--- config.mk ---
export PLATFORM = sky130hd
export DESIGN_NAME = apb_master_ctrl
export DESIGN_NICKNAME = d
export VERILOG_FILES = /design/src/rtl/apb_pkg.sv /design/src/rtl/apb_slave_mux.sv /design/src/rtl/apb_master_ctrl.sv
export SDC_FILE = /design/constraint.sdc
export NUM_CORES = 1
export LEC_CHECK = 0
export CAP_MARGIN = 10
export CORE_MARGIN = 2
export CORE_UTILIZATION = 39
export CTS_CLUSTER_SIZE = 28
export DETAILED_ROUTE_END_ITERATION = 10
export PLACE_DENSITY = 0.87
export SLEW_MARGIN = 20
export SYNTH_ARGS = -nofsm -noshare
export SYNTH_HDL_FRONTEND = slang
export SYNTH_SLANG_ARGS = --single-unit
--- constraint.sdc ---
create_clock -name i_clk -period 3.2 [get_ports i_clk]
set_input_delay 0.96 -clock i_clk [delete_from_list [all_inputs] [get_ports i_clk]]
set_output_delay 0.96 -clock i_clk [all_outputs]
set_load 0.02 [all_outputs]
--- src/rtl/apb_pkg.sv ---
// Shared APB master definitions: FSM states, CONTROL bit positions and the
// LSU-visible register map.
package apb_pkg;

  typedef enum logic [1:0] {
    ST_IDLE   = 2'd0,
    ST_SETUP  = 2'd1,
    ST_ACCESS = 2'd2,
    ST_ERR    = 2'd3
  } apb_state_e;

  localparam int CTRL_EN_BIT    = 0;
  localparam int CTRL_WRITE_BIT = 1;

  localparam logic [15:0] APB_PADDR_ADDR   = 16'h7900;
  localparam logic [15:0] APB_PWDATA_ADDR  = 16'h7904;
  localparam logic [15:0] APB_SEL_ADDR     = 16'h7908;
  localparam logic [15:0] APB_CONTROL_ADDR = 16'h790C;

endpackage

--- src/rtl/apb_slave_mux.sv ---
// Return-path mux: picks PRDATA/PREADY/PSLVERR of the selected slave.
// An out-of-range select yields an all-zero triple.
module apb_slave_mux #(
  parameter int DATA_W = 32,
  parameter int NSLV   = 4
) (
  input  logic [1:0]             i_sel,
  input  logic [NSLV*DATA_W-1:0] i_prdata,
  input  logic [NSLV-1:0]        i_pready,
  input  logic [NSLV-1:0]        i_pslverr,
  output logic [DATA_W-1:0]      o_rdata,
  output logic                   o_ready,
  output logic                   o_slverr
);

  always_comb begin
    o_rdata  = '0;
    o_ready  = 1'b0;
    o_slverr = 1'b0;
    for (int k = 0; k < NSLV; k++) begin
      if (int'(i_sel) == k) begin
        o_rdata  = i_prdata[k*DATA_W +: DATA_W];
        o_ready  = i_pready[k];
        o_slverr = i_pslverr[k];
      end
    end
  end

endmodule

--- src/rtl/apb_master_ctrl.sv ---
// APB master sequencer: one SETUP/ACCESS transfer per CONTROL start edge.
// Define APB_TIMEOUT_EN to compile in the ACCESS-phase timeout abort.
module apb_master_ctrl
  import apb_pkg::*;
#(
  parameter int ADDR_W  = 5,
  parameter int DATA_W  = 32,
  parameter int NSLV    = 4,
  parameter int TIMEOUT = 16
) (
  input  logic                   i_clk,
  input  logic                   i_rst,
  input  logic [ADDR_W-1:0]      i_apb_paddr_reg,
  input  logic [DATA_W-1:0]      i_apb_pwdata_reg,
  input  logic [1:0]             i_apb_sel_reg,
  input  logic [1:0]             i_apb_control_reg,
  output logic [ADDR_W-1:0]      o_paddr,
  output logic [DATA_W-1:0]      o_pwdata,
  output logic                   o_pwrite,
  output logic [NSLV-1:0]        o_psel,
  output logic                   o_penable,
  input  logic [NSLV*DATA_W-1:0] i_prdata,
  input  logic [NSLV-1:0]        i_pready,
  input  logic [NSLV-1:0]        i_pslverr,
  output logic [DATA_W-1:0]      o_rdata,
  output logic                   o_busy,
  output logic                   o_done,
  output logic                   o_err
);

  apb_state_e        state_q, state_d;
  logic              en_q, en_d;
  logic [ADDR_W-1:0] paddr_q, paddr_d;
  logic [DATA_W-1:0] pwdata_q, pwdata_d;
  logic              write_q, write_d;
  logic [1:0]        sel_q, sel_d;
  logic [DATA_W-1:0] rdata_q, rdata_d;
  logic              done_q, done_d;
  logic              err_q, err_d;

  logic              start;
  logic              sel_bad;
  logic              timeout;
  logic [DATA_W-1:0] mux_rdata;
  logic              mux_ready;
  logic              mux_slverr;

  apb_slave_mux #(
    .DATA_W (DATA_W),
    .NSLV   (NSLV)
  ) u_mux (
    .i_sel     (sel_q),
    .i_prdata  (i_prdata),
    .i_pready  (i_pready),
    .i_pslverr (i_pslverr),
    .o_rdata   (mux_rdata),
    .o_ready   (mux_ready),
    .o_slverr  (mux_slverr)
  );

  assign start   = i_apb_control_reg[CTRL_EN_BIT] & ~en_q;
  assign sel_bad = int'(i_apb_sel_reg) >= NSLV;

`ifdef APB_TIMEOUT_EN
  localparam int CNT_W = (TIMEOUT > 1) ? $clog2(TIMEOUT) : 1;
  localparam logic [CNT_W-1:0] CNT_MAX = CNT_W'(TIMEOUT - 1);

  logic [CNT_W-1:0] cnt_q, cnt_d;

  assign timeout = (cnt_q == CNT_MAX);

  // Cleared on the way into ACCESS; saturates by aborting at CNT_MAX.
  always_comb begin
    cnt_d = cnt_q;
    if (state_q == ST_SETUP)
      cnt_d = '0;
    else if (state_q == ST_ACCESS && !mux_ready && !timeout)
      cnt_d = cnt_q + 1'b1;
  end

  always_ff @(posedge i_clk or negedge i_rst) begin
    if (!i_rst) cnt_q <= '0;
    else        cnt_q <= cnt_d;
  end
`else
  assign timeout = 1'b0;
`endif

  always_comb begin
    state_d  = state_q;
    en_d     = i_apb_control_reg[CTRL_EN_BIT];
    paddr_d  = paddr_q;
    pwdata_d = pwdata_q;
    write_d  = write_q;
    sel_d    = sel_q;
    rdata_d  = rdata_q;
    done_d   = done_q;
    err_d    = err_q;
    unique case (state_q)
      ST_IDLE: begin
        if (start) begin
          paddr_d  = i_apb_paddr_reg;
          pwdata_d = i_apb_pwdata_reg;
          write_d  = i_apb_control_reg[CTRL_WRITE_BIT];
          sel_d    = i_apb_sel_reg;
          done_d   = 1'b0;
          err_d    = 1'b0;
          state_d  = sel_bad ? ST_ERR : ST_SETUP;
        end
      end
      ST_SETUP: state_d = ST_ACCESS;
      ST_ACCESS: begin
        // A ready slave wins over a coincident timeout.
        if (mux_ready) begin
          if (!write_q) rdata_d = mux_rdata;
          err_d   = mux_slverr;
          done_d  = 1'b1;
          state_d = ST_IDLE;
        end else if (timeout) begin
          err_d   = 1'b1;
          done_d  = 1'b1;
          state_d = ST_IDLE;
        end
      end
      ST_ERR: begin
        err_d   = 1'b1;
        done_d  = 1'b1;
        state_d = ST_IDLE;
      end
      default: state_d = ST_IDLE;
    endcase
  end

  always_ff @(posedge i_clk or negedge i_rst) begin
    if (!i_rst) begin
      state_q  <= ST_IDLE;
      en_q     <= 1'b0;
      paddr_q  <= '0;
      pwdata_q <= '0;
      write_q  <= 1'b0;
      sel_q    <= '0;
      rdata_q  <= '0;
      done_q   <= 1'b0;
      err_q    <= 1'b0;
    end else begin
      state_q  <= state_d;
      en_q     <= en_d;
      paddr_q  <= paddr_d;
      pwdata_q <= pwdata_d;
      write_q  <= write_d;
      sel_q    <= sel_d;
      rdata_q  <= rdata_d;
      done_q   <= done_d;
      err_q    <= err_d;
    end
  end

  // Bus strobes decode straight from state so reset drops them at once.
  always_comb begin
    o_psel = '0;
    if (state_q == ST_SETUP || state_q == ST_ACCESS) begin
      for (int k = 0; k < NSLV; k++)
        o_psel[k] = (int'(sel_q) == k);
    end
  end

  assign o_penable = (state_q == ST_ACCESS);
  assign o_busy    = (state_q != ST_IDLE);
  assign o_paddr   = paddr_q;
  assign o_pwdata  = pwdata_q;
  assign o_pwrite  = write_q;
  assign o_rdata   = rdata_q;
  assign o_done    = done_q;
  assign o_err     = err_q;

endmodule

* Yosys cells after proc, flatten, opt, wreduce, memory -nomap -nowiden
Cells that the tools add are included.
Cells by class: eq/ne operators 8, reductions and logical operators 9, bitwise logic cells 3, multiplexer cells 21
Operator list (number):
- $mux W32 | 4
- $mux W1 | 11
- $eq A2 B2 Y1 const B | 4
- $pmux W2 S4 | 1
- $pmux W1 S3 | 2
- $reduce_and A3 Y1 | 2
- $eq A2 B1 Y1 const B | 2
- $logic_not A2 Y1 | 2
- $mux W2 | 2
- $mux W4 | 1
- $reduce_and A2 Y1 | 2
- $reduce_bool A3 Y1 | 1
- $ne A2 B1 Y1 const B | 1
- $ne A2 B2 Y1 const B | 1
- $not A1 Y1 | 2
- $reduce_bool A2 Y1 | 1
- $and A1 B1 Y1 | 1
- $logic_or A1 B1 Y1 | 1
Storage, ports and cells: input bits 179, output and inout bits 78, word-level logic and storage cells 50, bits in registers 77

* Depth between registers and ports, before layout
Gate-level depths: netlist of run 1.
depth in word-level cells 7, gate-level depth with buffers 6, depth with buffers taken out 6

* Cells and area by module
Synthesis of run 1 repeated with hierarchy kept, for this count alone.
Second synthesis, totals: cell total of the unflattened synthesis 227, area, all modules 4086.4 µm²
Modules (own cells, without submodules):
- apb_master_ctrl | times used 1, cells each 185, area an instance 3215.6 µm², seq. area each 1926.8 µm²
- apb_slave_mux | times used 1, cells each 42, area an instance 870.8 µm², seq. area each 0.0 µm²

* Least setup slack after synthesis of run 1
OpenSTA, ideal clock, no wires.
path type reg2out, start register sel_q[1], end output o_psel[0], arrival 1.301 ns, stages on the path, launching flop included 4, required time 2.240 ns, buffers on the path 2, path slack 0.939 ns, path through dfrtp_1 buf_2 buf_1 nor3b_1
Between the ends: longest elaborated chain between the ends 2
Ends and longest elaborated chain:
- from (decl) | line apb_master_ctrl.sv:36 | logic [1:0] sel_q, sel_d;
- from (signal assigned) | line apb_master_ctrl.sv:151 | sel_q <= sel_d;
- $logic_not A2 Y1 | line apb_master_ctrl.sv:163 | o_psel[k] = (int'(sel_q) == k);
- $mux W4 | line apb_master_ctrl.sv:161 | if (state_q == ST_SETUP || state_q == ST_ACCESS) begin
- to (decl) | line apb_master_ctrl.sv:20 | output logic [NSLV-1:0] o_psel,
Every way passes these cells.

* Worst setup path in the final report of run 1
start register state_q[0], end output o_psel[0]
Between the ends: longest elaborated chain between the ends 3, elaborated cells between the ends (all ways) 4, those cells by class eq/ne: 2; mux: 1; reduce/logical: 1
Ends and longest elaborated chain:
- from (decl) | line apb_master_ctrl.sv:31 | apb_state_e state_q, state_d;
- from (signal assigned) | line apb_master_ctrl.sv:146 | state_q <= state_d;
- $eq A2 B1 Y1 / $eq A2 B2 Y1 (equally long branches) | line apb_master_ctrl.sv:161
- $logic_or A1 B1 Y1 (*) | line apb_master_ctrl.sv:161
- $mux W4 (*) | line apb_master_ctrl.sv:161
Every way passes the cells marked *; elsewhere a longest branch is shown, timed or not.

==> run summary, run 1 <==
Run status = completed
Xor and xnor fraction of the mapped netlist area = 0%
Min Tclk post-route = 3.00 ns
Net count after synthesis = 414
Number of buffers inserted by port buffering = 256
CP delay by family, top = buffers and inverters
Total power density per cell area = 865 nW/um^2
Logic depth of the worst register-to-register path = 3
Unique masters post-synth = 27
Setup Slack @ Placement = 0.342 ns
Maximum number of buffers from clock root to sink = 2
Nets = 671
Number of nets still failing antenna checks after routing = 0
Startpoint of the most critical register-to-register path = sel_q[0]
First-iteration detailed-routing DRC count = 54
Sequential Area = 1930 sq um
Total grt overflow = 0
Transition time of the tightest slew-check pin = 0.614 ns
Peak per-stage delay on the critical path = 0.63 ns
CTS tree = yes
Synthesized cell area = 3840 sq um
Number of optimization iterations in the first detailed-route pass = 4
Slew Limit Headroom = 59.1%
Min-delay src = o_rdata[1]
Commonest cells after routing, fill and taps aside = clkdlybuf4s50_1 (255), dfrtp_1 (76), mux2_2 (42)
Busiest layer in global routing = met2
GR met2 Demand/Resource = 38.1%
Endpoint of the worst-slack reg-to-reg timing path = o_rdata[4]
Top cells by area, synth = dfrtp_1 (50%), mux4_2 (20%), mux2_2 (12%)
Global-route wire length before repair = 17.2 mm
Number of H-tree levels = 3
Synth warn = 0
Num rows = 36
Number of buffers and inverters on the critical path = 2
Synthesized instance count = 231
Number of inserted filler cells in the final layout = 693
Die area = 10700 sq um
Largest net degree at the start of global routing = 42
Vias = 3082
Total negative slack = 0 ns
Post-synthesis compound-gate area fraction = 1.34%
I/O pin count = 257
Hold Path Depth = 1
Class of the most critical hold timing path = flip-flop to flip-flop
Ratio of routed vias to standard cells = 4.92
Height of the chip = 103 microns
Met1 track demand over resource = 24.9%
Clock net sink count = 77
Area of the core = 9680 sq um
Post-layout util = 69.8%
Initial antenna violation count = 0
Buffers inserted by post-CTS timing repair = 0
Portion of the post-synthesis area used by sequential elements = 50.2%
Number of max-cap violations = 0
Worst-path cell with the longest stage delay = clkdlybuf4s50_1
Startpoint-to-endpoint class of the critical path = flip-flop to primary output
Starting density of the core = 39.6%
# setup viols final = 0
Tcrit/Tclk final = 93.6%
Clock latency at the later pin of the worst-skew pair = 0.35 ns
Clock input transition at the sequential cells of the worst setup and hold paths = 0.09 ns
Adder-cell share of the synthesized area = 1.30%
Data arrival time at the worst-slack endpoint = 2.04 ns
Total Routing Usage GR = 21.7%
Layout cells sized above 1 = 20.5%
Met3 global-route usage = 7.46%
CP Max Fanout = 4
Post-route DRC violation count = 0
Count of final max-slew check failures = 0
Clock Skew = 0.0120 ns
Area leader, netlist = dfrtp_1
Routed wire length per instance = 18.4 microns
Synthesized-area fraction occupied by and/or/nand/nor cells = 2.64%
Worst Setup End Kind = primary output
Hold_buf cts = 0
Maximum clock rate = 0.334 GHz
Synth top area share = 50.2%
Via count of the first global-routing pass = 3356
Critical path cell sequence = inv_1, ha_1, nor3b_1, clkdlybuf4s50_1
Worst min-delay path endpoint = o_rdata[1]
Cell at the root of the clock tree = clkbuf_8
Final Hold Violating Endpoints = 0
Most frequent standard cell in the layout excluding fill and tap cells = clkdlybuf4s50_1
Total area of multi-input combinational cells = 1790 sq um
Maximum VDD drop = 0.925 mV
Clock buffer count from CTS = 9
Static Leak = 2.73 nW
Final RePlAce weighted congestion = 0.773
P&R area growth vs syn = 76.0%
CP required = 2.24 ns
Count of cells resized by post-cts repair = 0
Detail Placement HPWL = 9.36 mm
Dominant combinational cell family by area after synthesis = multiplexers
Setup crit start = state_q[0]
Critical path startpoint category = flip-flop
Post-synthesis mux area share = 41.4%
Unrepaired setup endpoints after global routing = no
Horiz. Die Dim = 103 microns
PnR worst setup slack = 0.205 ns
Final routed wirelength across all metal layers = 11.5 mm
Setup slack of the most critical reg-to-reg path = 1.15 ns
Synthesized area per cell = 16.6 sq um
Antenna Diode Count = 0
Register bit total from synthesis = 77
[per-stage QoR]
step	cells	power (mW)	hold slack, ns	instance area, sq um
4_1_cts	626	5.92	0.500	6760
3_3_place_gp	610	4.97	0.474	6530
6_report	626	5.84	0.497	6760
2_1_floorplan	231	3.56	0.512	3840
3_5_place_dp	610	5.06	0.480	6530
5_1_grt	626	6.17	0.507	6760
[worst max-delay path by stage]
stage,slack [ns],depth (start not counted),endpoint
2_1_floorplan,0.94,3,o_psel[0]
3_3_place_gp,0.38,4,o_rdata[30]
3_5_place_dp,0.34,4,o_rdata[30]
4_1_cts,0.18,4,o_psel[0]
5_1_grt,0.09,4,o_psel[0]
6_report,0.20,4,o_psel[0]
[per-layer routing]
metal  up-vias  part of all wire [%]
li1       1395                     -
met1      1513                    38
met2       152                    51
met3        22                   8.0
met4         0                   2.6
met5         -                     0
[cells in the mapped netlist]
cell,number
mux4_2,34
mux2_1,31
nor3b_1,1
mux2_2,42
ha_1,4
o211a_1,1
dfrtp_1,77
buf_6,6
and3b_1,1
nor2b_1,1
nand2_1,1
nand3b_1,1
nand4b_1,1
and3_1,1
buf_1,6
a21oi_1,2
nor3_1,1
inv_1,5
o22a_1,1
clkbuf_1,2
nor2_2,1
nand2b_1,1
o21a_1,1
nor2_1,4
nand3b_4,1
o21ai_0,3
buf_2,1
[flip-flops by register name (all words and copies together) (netlist names)]
signal,flops
o_pwdata,32
o_rdata,32
o_paddr,5
sel_q,2
state_q,2
en_q,1
o_done,1
o_err,1
o_pwrite,1
[power by group]
group | switching [mW] | total (mW) | internal [mW]
Clock | 0.385 | 0.836 | 0.451
Combinational | 1.46 | 3.27 | 1.82
Sequential | 0.277 | 1.73 | 1.45
Total | 2.12 | 5.84 | 3.72
[final cells by class]
class	instances	share of cell area (%)
Timing Repair Buffer	261	38.8
Multi-Input combinational cell	134	26.5
Inverter	5	0.278
Sequential cell	77	28.5
Clock inverter	7	1.56
Clock buffer	9	1.83
Tap cell	133	2.46
[kinds of logic (layout without fill, tap and decap cells)]
kind of cell | Yosys count | in the layout
muxes | 107 | 107
AOI/OAI and AO/OA | 8 | 8
and+or+nand+nor | 15 | 15
buffers and inverters | 20 | 282
DFF | 77 | 77
adders and majority gates | 4 | 4
(Power assumes the default switching activity.)
==> run 2: changes to the inputs <==
--- a/config.mk
+++ b/config.mk
@@ -11,7 +11,6 @@
 export CTS_CLUSTER_SIZE = 28
 export DETAILED_ROUTE_END_ITERATION = 10
 export PLACE_DENSITY = 0.87
-export SLEW_MARGIN = 20
 export SYNTH_ARGS = -nofsm -noshare
 export SYNTH_HDL_FRONTEND = slang
 export SYNTH_SLANG_ARGS = --single-unit
==> results of run 2 <==
Same layout as run 1: the final DEF is identical, and so are final timing and power.
==> edit 1, RTL diff (flow settings as in run 1) <==
The option `APB_TIMEOUT_EN` is turned on by a define.
--- a/src/rtl/apb_master_ctrl.sv
+++ b/src/rtl/apb_master_ctrl.sv
@@ -1,5 +1,7 @@
 // APB master sequencer: one SETUP/ACCESS transfer per CONTROL start edge.
 // Define APB_TIMEOUT_EN to compile in the ACCESS-phase timeout abort.
+`define APB_TIMEOUT_EN
+
 module apb_master_ctrl
   import apb_pkg::*;
 #(
Function: same outputs for any inputs over 10 cycles, from zero or initial values and one cycle with i_rst low; that may be too few to reach the edited logic, so the function may still have changed.
==> edit 1 against run 1 <==
  * Synthesized area grew 4.2%
  * Combinational power grew 5%
  * Clock power shrank 24%
  * Count of clock-buffer cells in the layout grew 4
  * Worst setup slack gained 0.017 ns
  * Wire length grew 4.8%
  * Utilization shrank 0.22 points
  * Total power grew 0.19%
  * Clock skew shrank 0.0015 ns
  * Cell area grew 1.5%
  * Sequential cell count grew 4
  * Largest power group unchanged
==> edit 1: results (changes against run 1) <==
| Metric | Value |
|---|---|
| Largest net degree at the start of global routing | `46 (was 42)` |
| Tot GR Track Use | `22.20% (was 21.72%)` |
| Met3 Resource Use GR | `7.607% (was 7.460%)` |
| Max Clock Skew | `0.01058 ns (was 0.01204 ns)` |
| Crit path DAT | `2.02 ns (was 2.04 ns)` |
| Global-route wire length before repair | `18.58 mm (was 17.19 mm)` |
| Pre-CTS setup slack | `0.2889 ns (was 0.3418 ns)` |
| Sequential element share of the synthesized area | `50.66% (was 50.20%)` |
| Vias/cell | `5.014 (was 4.923)` |
| Share of cells above drive strength 1 | `25.54% (was 20.49%)` |
| Reg2reg start | `sel_q[1] (was sel_q[0])` |
| Worst Setup SP | `state_q[1] (was state_q[0])` |
| Dpl hpwl | `9.853 mm (was 9.359 mm)` |
| Final GP Congestion | `0.7766 (was 0.7729)` |
| Hold_ws | `0.5062 ns (was 0.4967 ns)` |
| Peak supply drop | `0.4222 mV (was 0.9253 mV)` |
| M1 GR Usage | `23.27% (was 24.90%)` |
| WL met1 | `4.195 mm (was 4.361 mm)` |
| Vias in the first global route | `3592 (was 3356)` |
| Synth cell count leaders | `81 x dfrtp_1, 72 x mux2_2, 34 x mux4_2 (was 77 x dfrtp_1, 42 x mux2_2, 34 x mux4_2)` |
| Wire per inst | `18.90 um (was 18.38 um)` |
| DP Area | `6705 um^2 (was 6526 um^2)` |
| Status | `finished clean (unchanged)` |
| Clock-pin slew on the worst setup and hold paths | `0.07 ns (was 0.09 ns)` |
| Unique masters post-synth | `29 (was 27)` |
| Least-Margin Pin Slew | `0.9533 ns (was 0.6141 ns)` |
| Leakage power figure | `0.002750 uW (was 0.002732 uW)` |
| Top area cells in the synthesized netlist | `dfrtp_1 51%, mux2_2 20%, mux4_2 19% (was dfrtp_1 50%, mux4_2 20%, mux2_2 12%)` |
-- edit 1: power by group --
group / internal (uW) / switching [uW] / total (uW) / leakage [uW]
Sequential: 1520 / 282 / 1800 / 0.000977
Combinational: 1920 / 1500 / 3420 / 0.00169
Clock: 295 / 341 / 636 / 0.0000794
Total: 3730 / 2120 / 5850 / 0.00275
-- edit 1: cell type report --
| class | instances | area (um^2) |
|---|---|---|
| tap | 133 | 166.4 |
| clock inverter | 1 | 5.005 |
| inverter | 5 | 18.77 |
| timing repair buffer | 260 | 2615 |
| fill | 669 | 3005 |
| clock buffer | 13 | 148.9 |
| multi-input combinational | 145 | 1876 |
| sequential | 81 | 2029 |
-- edit 1: logic make-up after synthesis --
family	count (synthesis)	synth area share, %
muxes	110	40.53
DFF	81	50.66
and+or+nand+nor	23	3.502
buffers and inverters	21	2.470
AOI/OAI and AO/OA	5	0.8442
adders and majority gates	5	1.563
xor gates and xnor gates	2	0.4379
==> edit 2, RTL diff (flow settings as in run 1) <==
Without the edit above. `pwdata_q` no longer has a reset.
--- a/src/rtl/apb_master_ctrl.sv
+++ b/src/rtl/apb_master_ctrl.sv
@@ -136,7 +136,6 @@
       state_q  <= ST_IDLE;
       en_q     <= 1'b0;
       paddr_q  <= '0;
-      pwdata_q <= '0;
       write_q  <= 1'b0;
       sel_q    <= '0;
       rdata_q  <= '0;
@@ -146,13 +145,16 @@
       state_q  <= state_d;
       en_q     <= en_d;
       paddr_q  <= paddr_d;
-      pwdata_q <= pwdata_d;
       write_q  <= write_d;
       sel_q    <= sel_d;
       rdata_q  <= rdata_d;
       done_q   <= done_d;
       err_q    <= err_d;
     end
+  end
+
+  always_ff @(posedge i_clk) begin
+    pwdata_q <= pwdata_d;
   end
 
   // Bus strobes decode straight from state so reset drops them at once.
Function: changed (a bounded check fails within 4 cycles, from zero or initial values and one cycle with i_rst low).
==> edit 2 against run 1 <==
  * Cell area is 3.9% lower
  * Synthesized area decreased by 5.4%
  * Worst setup slack better by 0.070 ns
  * Utilization grew 1.2 points
  * Total power is 17% lower
  * Wire length fell by 1.7%
  * Cell count decreased by 8.5%
  * Register-to-register slack got worse by 0.14 ns
  * Sequential cell count unchanged
  * Clock power down 5.3%
  * Synthesized cell count is 15% lower
  * Sequential power is 8% lower
  * Sequential share of layout area rose by 3.6 points
==> edit 2: results (changes against run 1) <==
| Metric | Value |
|---|---|
| Status | `finished clean (unchanged)` |
| Global-route wire length before repair | `16.37 mm (was 17.19 mm)` |
| H-tree Lvls | `3 (unchanged)` |
| Post-synth EDFFs | `32 (was 0)` |
| Synth warn | `0 (unchanged)` |
| CTS resizes | `0 (unchanged)` |
| Post-synth ARST share | `58.44% (was 100.0%)` |
| R2R setup slack | `1.01 ns (was 1.15 ns)` |
| Post-CTS setup buffers | `0 (unchanged)` |
| Largest net degree at the start of global routing | `33 (was 42)` |
| Share of cells above drive strength 1 | `14.94% (was 20.49%)` |
| Worst hold start | `o_rdata[9] (was o_rdata[1])` |
| Synth cell count leaders | `45 x dfrtp_1, 34 x mux4_2, 32 x edfxtp_1 (was 77 x dfrtp_1, 42 x mux2_2, 34 x mux4_2)` |
| Max Clock Skew | `0.007699 ns (was 0.01204 ns)` |
| Nets@finish | `640 (was 671)` |
| Worst setup path category | `reg2out (unchanged)` |
| Dpl hpwl | `9.233 mm (was 9.359 mm)` |
| Total Wirelength | `11.31 mm (was 11.51 mm)` |
| Least-Margin Pin Slew | `0.6006 ns (was 0.6141 ns)` |
| Diodes inserted | `0 (unchanged)` |
| CTS root buf | `clkbuf_8 (unchanged)` |
| Fill cells | `643 (was 693)` |
| Total CTS buffers | `9 (unchanged)` |
| Worst Setup SP | `state_q[0] (unchanged)` |
| First drt pass iteration count | `4 (unchanged)` |
| Crit Path Max Fanout | `4 (unchanged)` |
| Clock Path Buffers | `2 (unchanged)` |
| IO buf count | `256 (unchanged)` |
| Peak supply drop | `0.3793 mV (was 0.9253 mV)` |
| Vias/cell | `5.068 (was 4.923)` |
| DP Area | `6276 um^2 (was 6526 um^2)` |
| Worst R2R Path Depth | `3 (unchanged)` |
| Top area cells in the synthesized netlist | `dfrtp_1 31%, edfxtp_1 26%, mux4_2 21% (was dfrtp_1 50%, mux4_2 20%, mux2_2 12%)` |
| Prevailing post-synth register cell | `dfrtp_1 (unchanged)` |
| Clk_lat worst skew | `0.33 ns (was 0.35 ns)` |
| Reg2reg start | `sel_q[0] (unchanged)` |
| Vias in the first global route | `3174 (was 3356)` |
| Leakage power figure | `0.002507 uW (was 0.002732 uW)` |
| Final GP Congestion | `0.7458 (was 0.7729)` |
| Syn nets | `380 (was 414)` |
| Unique masters post-synth | `28 (was 27)` |
| Initial Util | `39.67% (was 39.64%)` |
| Initial antenna violation count | `0 (unchanged)` |
| Tot GR Track Use | `21.90% (was 21.72%)` |
| R2R Path End | `o_rdata[1] (was o_rdata[4])` |
| CP Capture Point | `o_psel[0] (unchanged)` |
| Worst hold-check path type | `reg2reg (unchanged)` |
| Clock-pin slew on the worst setup and hold paths | `0.08 ns` |
| Sequential element share of the synthesized area | `57.48% (was 50.20%)` |
| Crit path DAT | `1.97 ns (was 2.04 ns)` |
| Initial DRC count | `93 (was 54)` |
==> edit 2: cell type report <==
class                   instances  area, um^2  area share [%]
clock buffers                  10       127.6           1.966
repair buffers                261        2595           39.98
inverters                       6       22.52          0.3470
multi-input cells             102        1430           22.03
well taps                     111       138.9           2.140
flip-flops and latches         77        2090           32.19
clock inverters                 6       87.58           1.349
==> edit 2: power by group <==
group / internal (uW) / switching (uW)
combinational: 1370 / 1070
sequential: 1370 / 231
clock: 440 / 353
==> edit 2: cell families after synthesis <==
| group | count (synthesis) | share of synthesized area, % |
|---|---|---|
| flip-flops | 77 | 57.48 |
| AND/OR/NAND/NOR | 15 | 2.792 |
| AO/OA/AOI/OAI | 8 | 1.413 |
| adder cells (fa/ha/maj) | 4 | 1.378 |
| multiplexers | 75 | 33.80 |
| buffers and inverters | 18 | 3.136 |
==> edit 2: worst min-delay path by stage <==
stage,end,slack (ns),cells after the start
2_1_floorplan,state_q[1],0.51,1
3_3_place_gp,o_rdata[23],0.47,1
3_5_place_dp,o_rdata[9],0.48,1
4_1_cts,o_rdata[9],0.50,1
5_1_grt,o_rdata[8],0.51,1
6_report,o_rdata[9],0.50,1
==> edit 2: layer usage <==
layer	wire length, um	share of wire [%]	vias up	GRT usage (%)
li1	-	-	1295	-
met4	284	2.5	0	6.744
met2	6017	53	170	41.15
met1	3877	34	1420	22.11
met5	0	0	-	0
met3	1127	10	19	8.669
==> edit 2: worst max-delay path, cell delays in order, from the launching register on <==
cell and delay [ns]:
dfrtp_1 0.40, inv_1 0.08, ha_1 0.32, nor3b_1 0.19
clkdlybuf4s50_1 0.63
==> edit 2: per-stage QoR <==
step,instances,hold slack [ns],setup WS [ns]
floorplan,197,0.5116,0.9025
global placement,557,0.4738,0.3876
detailed placement,557,0.4800,0.3245
CTS,573,0.4989,0.2564
global route,573,0.5101,0.1370
finish,573,0.4964,0.2742
